[config.mk]
export PLATFORM = sky130hd
export DESIGN_NAME = mcu_block_sequencer
export DESIGN_NICKNAME = d
export VERILOG_FILES = /design/src/rtl/mcu_block_sequencer.sv
export SDC_FILE = /design/constraint.sdc
export NUM_CORES = 1
export LEC_CHECK = 0
export CELL_PAD_IN_SITES_DETAIL_PLACEMENT = 1
export CELL_PAD_IN_SITES_GLOBAL_PLACEMENT = 2
export CORE_UTILIZATION = 40
export DETAILED_ROUTE_END_ITERATION = 10
export DONT_BUFFER_PORTS = 1
export PLACE_DENSITY = 0.91
export SYNTH_ARGS = -nofsm -noshare
export SYNTH_HDL_FRONTEND = slang
export SYNTH_SLANG_ARGS = --single-unit
[constraint.sdc]
create_clock -name sys_clk -period 4.83 [get_ports sys_clk]
set_clock_uncertainty 0.2 [all_clocks]
set_input_delay 0 -clock sys_clk [delete_from_list [all_inputs] [get_ports sys_clk]]
set_output_delay 0 -clock sys_clk [all_outputs]
set_load 0.1 [all_outputs]
[src/rtl/mcu_block_sequencer.sv]
// mcu_block_sequencer: arranges the zig-zag coefficient stream into 4:2:2 JPEG MCUs,
// tagging each beat and turning block DC terms into per-component DC differences.
`default_nettype none

module mcu_block_sequencer #(
  parameter int MCU_NUM = 2400,
  parameter int Y_BLK   = 4,
  parameter int C_BLK   = 2
) (
  input  logic        sys_clk,
  input  logic        sys_rst_n,
  input  logic        frame_start,
  input  logic [11:0] coef_in,
  input  logic        coef_valid,
  output logic [12:0] coef_out,
  output logic        coef_out_valid,
  output logic [1:0]  comp_id,
  output logic [2:0]  blk_idx,
  output logic        first_coef,
  output logic        last_coef,
  output logic        mcu_done,
  output logic        frame_done,
  output logic [11:0] mcu_cnt,
  output logic        err_stray
);

  localparam logic [1:0]  S_IDLE   = 2'd0;
  localparam logic [1:0]  S_RUN    = 2'd1;
  localparam logic [1:0]  S_DONE   = 2'd2;
  localparam logic [2:0]  CB_START = 3'(Y_BLK);
  localparam logic [2:0]  CR_START = 3'(Y_BLK + C_BLK);
  localparam logic [11:0] LAST_MCU = 12'(MCU_NUM - 1);

  logic [1:0]  state_q, state_d;
  logic [5:0]  idx_q, idx_d;
  logic [2:0]  blk_q, blk_d;
  logic [11:0] mcu_q, mcu_d;
  logic [11:0] pred_y_q, pred_y_d, pred_cb_q, pred_cb_d, pred_cr_q, pred_cr_d;
  logic        err_q, err_d;
  logic [12:0] out_q, out_d;
  logic        vld_q, vld_d, first_q, first_d, last_q, last_d;
  logic        mdone_q, mdone_d, fdone_q, fdone_d;
  logic [1:0]  comp_q, comp_d;
  logic [2:0]  oblk_q, oblk_d;
  logic [11:0] omcu_q, omcu_d;

  // frame_start restarts counting in the same cycle, so the effective position is zero
  logic        accept;
  logic [5:0]  cur_idx;
  logic [2:0]  cur_blk;
  logic [11:0] cur_mcu;
  logic [1:0]  cur_comp;
  logic [11:0] cur_pred;
  logic        is_last, is_mcu_end, is_frame_end;
  logic [12:0] dc_diff;

  assign accept       = coef_valid && ((state_q == S_RUN) || frame_start);
  assign cur_idx      = frame_start ? 6'd0  : idx_q;
  assign cur_blk      = frame_start ? 3'd0  : blk_q;
  assign cur_mcu      = frame_start ? 12'd0 : mcu_q;
  assign cur_comp     = (cur_blk < CB_START) ? 2'd1 : (cur_blk < CR_START) ? 2'd2 : 2'd3;
  assign cur_pred     = frame_start ? 12'd0 :
                        (cur_comp == 2'd1) ? pred_y_q :
                        (cur_comp == 2'd2) ? pred_cb_q : pred_cr_q;
  assign is_last      = (cur_idx == 6'd63);
  assign is_mcu_end   = is_last && (cur_blk == 3'd7);
  assign is_frame_end = is_mcu_end && (cur_mcu == LAST_MCU);
  assign dc_diff      = {coef_in[11], coef_in} - {cur_pred[11], cur_pred};

  always_ff @(negedge sys_clk or negedge sys_rst_n) begin
    if (!sys_rst_n) begin
      state_q   <= S_IDLE;
      idx_q     <= '0;
      blk_q     <= '0;
      mcu_q     <= '0;
      pred_y_q  <= '0;
      pred_cb_q <= '0;
      pred_cr_q <= '0;
      err_q     <= 1'b0;
      out_q     <= '0;
      vld_q     <= 1'b0;
      first_q   <= 1'b0;
      last_q    <= 1'b0;
      mdone_q   <= 1'b0;
      fdone_q   <= 1'b0;
      comp_q    <= '0;
      oblk_q    <= '0;
      omcu_q    <= '0;
    end else begin
      state_q   <= state_d;
      idx_q     <= idx_d;
      blk_q     <= blk_d;
      mcu_q     <= mcu_d;
      pred_y_q  <= pred_y_d;
      pred_cb_q <= pred_cb_d;
      pred_cr_q <= pred_cr_d;
      err_q     <= err_d;
      out_q     <= out_d;
      vld_q     <= vld_d;
      first_q   <= first_d;
      last_q    <= last_d;
      mdone_q   <= mdone_d;
      fdone_q   <= fdone_d;
      comp_q    <= comp_d;
      oblk_q    <= oblk_d;
      omcu_q    <= omcu_d;
    end
  end

  always_comb begin
    state_d = state_q;
    case (state_q)
      S_IDLE:  if (frame_start) state_d = S_RUN;
      S_RUN:   if (accept && is_frame_end && !frame_start) state_d = S_DONE;
      S_DONE:  state_d = frame_start ? S_RUN : S_IDLE;
      default: state_d = S_IDLE;
    endcase
  end

  always_comb begin
    idx_d     = idx_q;
    blk_d     = blk_q;
    mcu_d     = mcu_q;
    pred_y_d  = pred_y_q;
    pred_cb_d = pred_cb_q;
    pred_cr_d = pred_cr_q;
    err_d     = err_q;
    out_d     = out_q;
    oblk_d    = oblk_q;
    omcu_d    = omcu_q;
    vld_d     = 1'b0;
    first_d   = 1'b0;
    last_d    = 1'b0;
    mdone_d   = 1'b0;
    fdone_d   = 1'b0;
    comp_d    = 2'd0;

    if (frame_start) begin
      idx_d     = '0;
      blk_d     = '0;
      mcu_d     = '0;
      pred_y_d  = '0;
      pred_cb_d = '0;
      pred_cr_d = '0;
      err_d     = 1'b0;
    end else if (coef_valid && (state_q != S_RUN)) begin
      err_d = 1'b1;
    end

    if (accept) begin
      vld_d   = 1'b1;
      comp_d  = cur_comp;
      oblk_d  = cur_blk;
      omcu_d  = cur_mcu;
      first_d = (cur_idx == 6'd0);
      last_d  = is_last;
      mdone_d = is_mcu_end;
      fdone_d = is_frame_end;
      if (cur_idx == 6'd0) begin
        out_d = dc_diff;
        case (cur_comp)
          2'd1:    pred_y_d  = coef_in;
          2'd2:    pred_cb_d = coef_in;
          default: pred_cr_d = coef_in;
        endcase
      end else begin
        out_d = {coef_in[11], coef_in};
      end
      idx_d = cur_idx + 6'd1;
      blk_d = is_last ? cur_blk + 3'd1 : cur_blk;
      mcu_d = is_mcu_end ? cur_mcu + 12'd1 : cur_mcu;
      if (is_frame_end) begin
        idx_d = '0;
        blk_d = '0;
        mcu_d = '0;
      end
    end
  end

  assign coef_out       = out_q;
  assign coef_out_valid = vld_q;
  assign comp_id        = comp_q;
  assign blk_idx        = oblk_q;
  assign first_coef     = first_q;
  assign last_coef      = last_q;
  assign mcu_done       = mdone_q;
  assign frame_done     = fdone_q;
  assign mcu_cnt        = omcu_q;
  assign err_stray      = err_q;

endmodule

`default_nettype wire

* Word level (Yosys, flattened, before mapping)
Cells that the tools add are included.
** Cells by class
- Add/subtract/negate cells :: 4
- Order comparisons :: 2
- Eq/ne operators :: 10
- Mux-type cells :: 41
- Reduce and logical (&&, ||, !) cells :: 13
** Operator list (number)
- 2-to-1 mux 12 bit :: 19
- 2-to-1 mux 6 bit :: 3
- 2-to-1 mux 13 bit :: 1
- subtractor 12 x 12 -> 13 bit :: 1
- adder 12 x 1 -> 12 bit, second input constant :: 1
- == test 12 bit, second input constant :: 1
- 2-to-1 mux 3 bit :: 4
- 2-to-1 mux 1 bit :: 9
- 2-to-1 mux 2 bit :: 4
- adder 6 x 1 -> 6 bit, second input constant :: 1
- == test 6 bit, second input constant :: 1
- logical AND 1 bit :: 6
- zero test 6 bit :: 1
- < comparator 3 bit, second input constant :: 2
- one-hot mux 2 bit (3 select lines) :: 1
- == test 2 x 1 -> 1 bit, second input constant :: 2
- == test 2 bit, second input constant :: 2
- != test 2 x 1 -> 1 bit, second input constant :: 2
- adder 3 x 1 -> 3 bit, second input constant :: 1
- == test 3 bit, second input constant :: 1
- zero test 2 bit :: 1
- != test 2 bit, second input constant :: 1
- AND reduction 2 bit :: 1
- nonzero test 2 bit :: 1
- 3 further kinds :: 3
** Storage, ports and cells
- Register bits after elaboration :: 95
- Input bits :: 16
- Output and inout port bits :: 36
- Logic and storage cells :: 87

* Logic depth before layout (Yosys ltp)
Gate-level depths: netlist of run 1.
- Depth in word-level cells :: 10
- Mapped depth :: 13
- Mapped depth without buffers :: 10

==> results of run 1 <==
-- flip-flops by register name (all words and copies together) (netlist names), 2 cells and up --
name,cells
pred_cb_q,12
pred_cr_q,12
blk_idx,3
state_q,2
idx_q,6
mcu_cnt,12
coef_out,13
mcu_q,12
pred_y_q,12
blk_q,3
comp_id,2
-- through the flow --
stage | cells | setup WS (ns) | util, % | setup TNS (ns) | hold slack [ns]
detailed placement | 668 | 0.1057 | 43.20 | 0 | 0.2536
global placement | 668 | 0.2117 | 43.20 | 0 | 0.2490
floorplan | 537 | -0.01270 | - | -0.01270 | 0.2352
CTS | 684 | 0.4698 | 45.61 | 0 | 0.2575
global route | 684 | 0.3163 | 45.61 | 0 | 0.2911
finish | 684 | 0.4659 | 45.61 | 0 | 0.2573
-- synthesized netlist by cell type (14+ instances only) --
master	instances
mux2i_1	16
nand3b_1	14
nand2_1	86
clkbuf_1	22
o21ai_0	14
nand2b_1	38
o21ai_1	40
ha_1	17
dfrtn_1	95
nor3_1	14
nand3_1	19
nor2_1	36
-- metal layers --
layer	track usage, %	wire length, um	vias to the layer above
met1	27.69	5664	1913
met2	35.46	6169	60
li1	-	-	1827
met5	0	0	-
met4	9.035	241	0
met3	4.339	473	17
-- logic make-up after synthesis --
kind of cell | synth area share [%]
AO/OA/AOI/OAI | 12.86
multiplexers | 3.240
adder cells (fa/ha/maj) | 4.709
AND/OR/NAND/NOR | 24.79
XOR/XNOR | 2.658
buffers and inverters | 3.646
flip-flops | 48.10
-- worst max-delay path: stages --
cell and delay [ns]:
nor2b_1 0.17, ha_1 0.18, ha_1 0.22, nand3_1 0.09, or2_1 0.25, or3_1 0.54
nor2_2 0.36, nor3_1 0.11
-- area by class of cell --
cell class,count,area (um2),area share (%)
clock buffers,10,239.0,4.362
clock inverters,6,51.30,0.9363
inverters,13,48.80,0.8906
multi-input cells,398,2466,45.01
flip-flops and latches,95,2377,43.39
well taps,147,183.9,3.357
repair buffers,15,112.6,2.055
-- report_power, final --
group	switching [W]	internal, W	total [W]	leakage, nW
combinational	0.000121	0.0000858	0.000207	1.04
clock	0.000331	0.000371	0.000702	0.134
sequential	0.000189	0.000834	0.00102	1.27
total	0.000641	0.00129	0.00193	2.45
-- final timing paths --
kind / slack (ns) / endpoint / cells after the start
setup reg to reg: 1.53 / mcu_q[6] / 9
hold / removal: 0.26 / pred_cb_q[9] / 2
max in group asynchronous: 2.72 / pred_cb_q[3] / 0
setup / recovery: 0.47 / mcu_q[6] / 8
min in group asynchronous: 1.45 / coef_out[2] / 0
hold reg to reg: 0.26 / pred_cb_q[9] / 2
==> out/metrics.yaml, run 1 <==
insertedDiodeCount: 0
post_cts_buffers: 0
dpl.hpwl_um: 8524
final_cell_area_um2: 5479
routed_via_density: 5.580
drt_iter0_markers: 154
antenna_found_initial: 0
die-width_um: 113.2
ys_types: 50
cts_tree: "done"
final_cell_mix: "dfrtn_1, nand2_1, o21ai_1"
synth_fp_nets: 571
tightest_slew_ns: 0.9613
drc: 0
cts_num_sinks: 95
finalPower_w: 0.001932
critPathLaunch: "frame_start"
rows: 40
hold_class: "reg2reg"
grt_max_degree: 96
async_reset_ff_share_pct: 100.0
cts_root_buffer: "clkbuf_16"
ys_warn_count: 0
grt_pass1_vias: 4126
fillCellCount: 1389
clk_path_buf_depth: 2
hold_start: "pred_cb_q[9]"
core-area_um2: 12010
clkLatencyLatePin_ns: 0.35
vias: 3817
yosysSeqAreaShare_pct: 48.10
synthCells: 537
die-height_um: 113.2
report.final.slew_viol_count: 0
fp.dieArea_um2: 12800
cp_max_fo: 84
cts_hold_buf: 0
layout_commonest_cell: "dfrtn_1"
wl_per_cell_um: 18.35
yosys.area.top_type: "dfrtn_1"
placed_area_um2: 5189
reg2reg_from: "blk_q[2]"
ant_nets: 0
cts_resized: 0
path_clk_slew_ns: 0.05
drt_pre_antenna_iters: 4
place.gp.congestion: 0.8097
worstPathRequired_ns: 2.40
ys_ff_latch: 95
cp-end-kind: "flop"
peakVddDrop_v: 0.0002264
cts_buffers: 9
power_density_nw_per_um2: 352.7
setup_violations: 0
drv_cap: 0
area_growth_pct: 10.86
worstPathArrival_ns: 1.93
yosysTopAreaCellShare_pct: 48.10
leakage_nw: 2.448
port_buffers: 0
criticalPathCategory: "in2reg"
ioPinCount: 52
gr-total-overflow: 0
nNetsFinal: 566
syn-cell-area_um2: 4942
status: "finished, final reports clean"
drive_gt1_share_pct: 9.125
finalHoldViolations: 0
grt_pass1_wl_um: 21360
rsz0062_at_grt: "false"
synth_area_per_cell_um2: 9.203
synth_edf_count: 0
slew_headroom_pct: 35.91
htree_num_levels: 3
grt_usage_pct: 21.55
ys.flop_type: "dfrtn_1"
start_util_pct: 41.15
wirelength_um: 12550
synth_area_leaders: "dfrtn_1, nand2_1, nand2b_1"
critPathLaunchType: "input port"
(Power assumes the default switching activity.)
==> run 2, diff against run 1 <==
--- a/config.mk
+++ b/config.mk
@@ -5,12 +5,14 @@
 export SDC_FILE = /design/constraint.sdc
 export NUM_CORES = 1
 export LEC_CHECK = 0
+export ABC_AREA = 1
 export CELL_PAD_IN_SITES_DETAIL_PLACEMENT = 1
 export CELL_PAD_IN_SITES_GLOBAL_PLACEMENT = 2
-export CORE_UTILIZATION = 40
+export CORE_ASPECT_RATIO = 1.4
+export CORE_UTILIZATION = 38
 export DETAILED_ROUTE_END_ITERATION = 10
 export DONT_BUFFER_PORTS = 1
-export PLACE_DENSITY = 0.91
+export PLACE_DENSITY = 0.9
 export SYNTH_ARGS = -nofsm -noshare
 export SYNTH_HDL_FRONTEND = slang
 export SYNTH_SLANG_ARGS = --single-unit
==> out/metrics.yaml, run 2 <==
worstPathArrival_ns: 2.07  # +0.14 ns
rrSetupSlack_ns: 1.71  # +0.18 ns
leakage_nw: 2.938  # +20%
start_util_pct: 38.87  # -2.3 points
gr-total-overflow: 0  # unchanged
yosysTopAreaCellShare_pct: 45.89  # -2.2 points
layout_commonest_cell: "nand2_1"
critPathLaunch: "frame_start"
power_density_nw_per_um2: 349.8  # -0.82%
clk_path_buf_depth: 2  # unchanged
die-height_um: 140.1  # +24%
ys_types: 37  # -26%
fillCellCount: 1635  # +18%
final_cell_mix: "nand2_1, dfrtn_1, inv_1, nand3_1, nor2_1"
cp-end-kind: "flop"
insertedDiodeCount: 0  # unchanged
grt_pass1_vias: 4850  # +18%
status: "finished, final reports clean"
place_worst_setup_slack_ns: -0.04150  # -0.1472 ns
drc: 0  # unchanged
rows: 50  # +25%
grt_pass1_wl_um: 24740  # +16%
largest_reg_flops: 13  # unchanged
async_reset_ff_share_pct: 100.0  # unchanged
routed_via_density: 5.244  # -6.0%
rsz0062_at_grt: "false"
htree_num_levels: 3  # unchanged
hold_class: "reg2reg"
final_cell_area_um2: 5758  # +5.1%
synth_common_cells: "nand2_1, dfrtn_1, inv_1"
synth_area_leaders: "dfrtn_1, nand2_1, nand3_1"
ys_ff_latch: 95  # unchanged
tightest_slew_ns: 0.9708  # +0.009474 ns
drive_gt1_share_pct: 9.878  # +0.75 points
critPathBufInv: 3  # +3
crit_chain: "nor2_1, nand2_1, inv_1, buf_12, a221oi_1, buf_4, ha_1, a21oi_1, o21ai_0, nand2_1, nand3_1, nand2_1, nand2_1, nand2_1, nand2_1"
drt_iter0_markers: 188  # +22%
cts_num_sinks: 95  # unchanged
grt_max_degree: 96  # unchanged
cts_tree: "done"
critPathLaunchType: "input port"
cts_hold_buf: 0  # unchanged
synthCells: 643  # +20%
grt_usage_pct: 22.65  # +1.1 points
core-area_um2: 13330  # +11%
place.gp.congestion: 0.8744  # +8.0%
finalHoldViolations: 0  # unchanged
ys.flop_type: "dfrtn_1"
yosysSeqAreaShare_pct: 45.89  # -2.2 points
area_growth_pct: 11.16
clkLatencyLatePin_ns: 0.35  # about the same
place_inst: 824  # +23%
cts_root_buffer: "clkbuf_16"
synth_fp_nets: 677  # +19%
nNetsFinal: 687  # +21%
die-width_um: 100.7  # -11%
worstPathRequired_ns: 2.41  # about the same
slew_headroom_pct: 35.28  # -0.63 points
path_clk_slew_ns: 0.05  # about the same
yosys.area.top_type: "dfrtn_1"
setup_violations: 0  # unchanged
drv_cap: 0  # unchanged
cp_slowest_cell: "ha_1"
ys_warn_count: 0  # unchanged
synth_edf_count: 0  # unchanged
drt_pre_antenna_iters: 4  # unchanged
reg2reg_from: "blk_q[2]"
layout_setup_ws_ns: 0.3368  # -0.1292 ns
cts_buffers: 9  # unchanged
post_cts_buffers: 0  # unchanged
critPathMaxStageDelay_ns: 0.33  # -0.21 ns
synth_area_per_cell_um2: 8.056  # -12%
hold_start: "coef_out[5]"
fp.dieArea_um2: 14110  # +10%
ioPinCount: 52  # unchanged
dpl.hpwl_um: 11150  # +31%
cts_resized: 0  # unchanged
ant_nets: 0  # unchanged
path_common_cell: "nand2_1"
yosysMostFrequentCell: "nand2_1"
antenna_found_initial: 0  # unchanged
port_buffers: 0  # unchanged
post-route-util_pct: 43.21  # -2.4 points
peakVddDrop_v: 0.0001842  # -19%
instances_no_fill: 840  # +23%
cp_max_fo: 12  # -86%
criticalPathCategory: "in2reg"
cp_top_family: "simple AND/OR/NAND/NOR gates"
finalPower_w: 0.002014  # +4.2%
placed_area_um2: 5444  # +4.9%
vias: 4405  # +15%
wirelength_um: 14830  # +18%
syn-cell-area_um2: 5180  # +4.8%
report.final.slew_viol_count: 0  # unchanged
wl_per_cell_um: 17.66  # -3.7%
run 2: power breakdown:
part           internal, W  leakage [nW]  total (W)  switching (W)
clock             0.000413         0.150   0.000750       0.000337
sequential        0.000834          1.27    0.00102       0.000183
combinational    0.0000844          1.51   0.000248       0.000163
total              0.00133          2.94    0.00201       0.000683
run 2: cell families (layout without fill, tap and decap cells):
logic type	count (synthesis)	in the layout	share of synthesized area (%)
fa+ha+maj	18	18	4.493
compound gates	108	108	11.33
xor+xnor	12	12	2.029
buf+inv	100	115	8.623
flops	95	95	45.89
simple gates	310	310	27.63
run 2: final cells by class:
class / count / area, um2 / share of cell area (%)
clock buffer: 9 / 225.2 / 3.911
tap: 182 / 227.7 / 3.955
sequential: 95 / 2377 / 41.29
inverter: 76 / 285.3 / 4.954
clock inverter: 7 / 88.84 / 1.543
timing repair buffer: 23 / 197.7 / 3.433
multi-input combinational: 448 / 2356 / 40.92
run 2: final timing paths:
kind                                  end  cells past startpoint
max                          coef_out[12]                     15
min                           coef_out[5]                      2
max reg2reg                  coef_out[12]                     16
min reg2reg                   coef_out[5]                      2
max in group asynchronous  coef_out_valid                      0
min in group asynchronous      state_q[0]                      0
run 2: metrics by stage:
stage / TNS, ns / hold WS [ns]
2_1_floorplan: 0 / 0.2446
3_3_place_gp: 0 / 0.2407
3_5_place_dp: -0.04150 / 0.2415
4_1_cts: 0 / 0.2443
5_1_grt: 0 / 0.2796
6_report: 0 / 0.2414
run 2: layer usage:
metal	wire length, um	vias up	global-route usage (%)
li1	-	2122	-
met1	5937	2182	25.42
met2	8142	76	42.93
met3	404	25	3.443
met4	348	0	7.170
met5	0	-	0
run 2: worst register-to-register path, cell delays in order (launching register included):
cell and delay (ns):
dfrtn_1 0.57, inv_1 0.11, nor2_1 0.22, nand2_1 0.08, inv_1 0.21, buf_12 0.17, a221oi_1 0.09, buf_4 0.15
ha_1 0.33, a21oi_1 0.25, o21ai_0 0.17, nand2_1 0.11, nand3_1 0.08, nand2_1 0.07, nand2_1 0.06, nand2_1 0.05
nand2_1 0.05
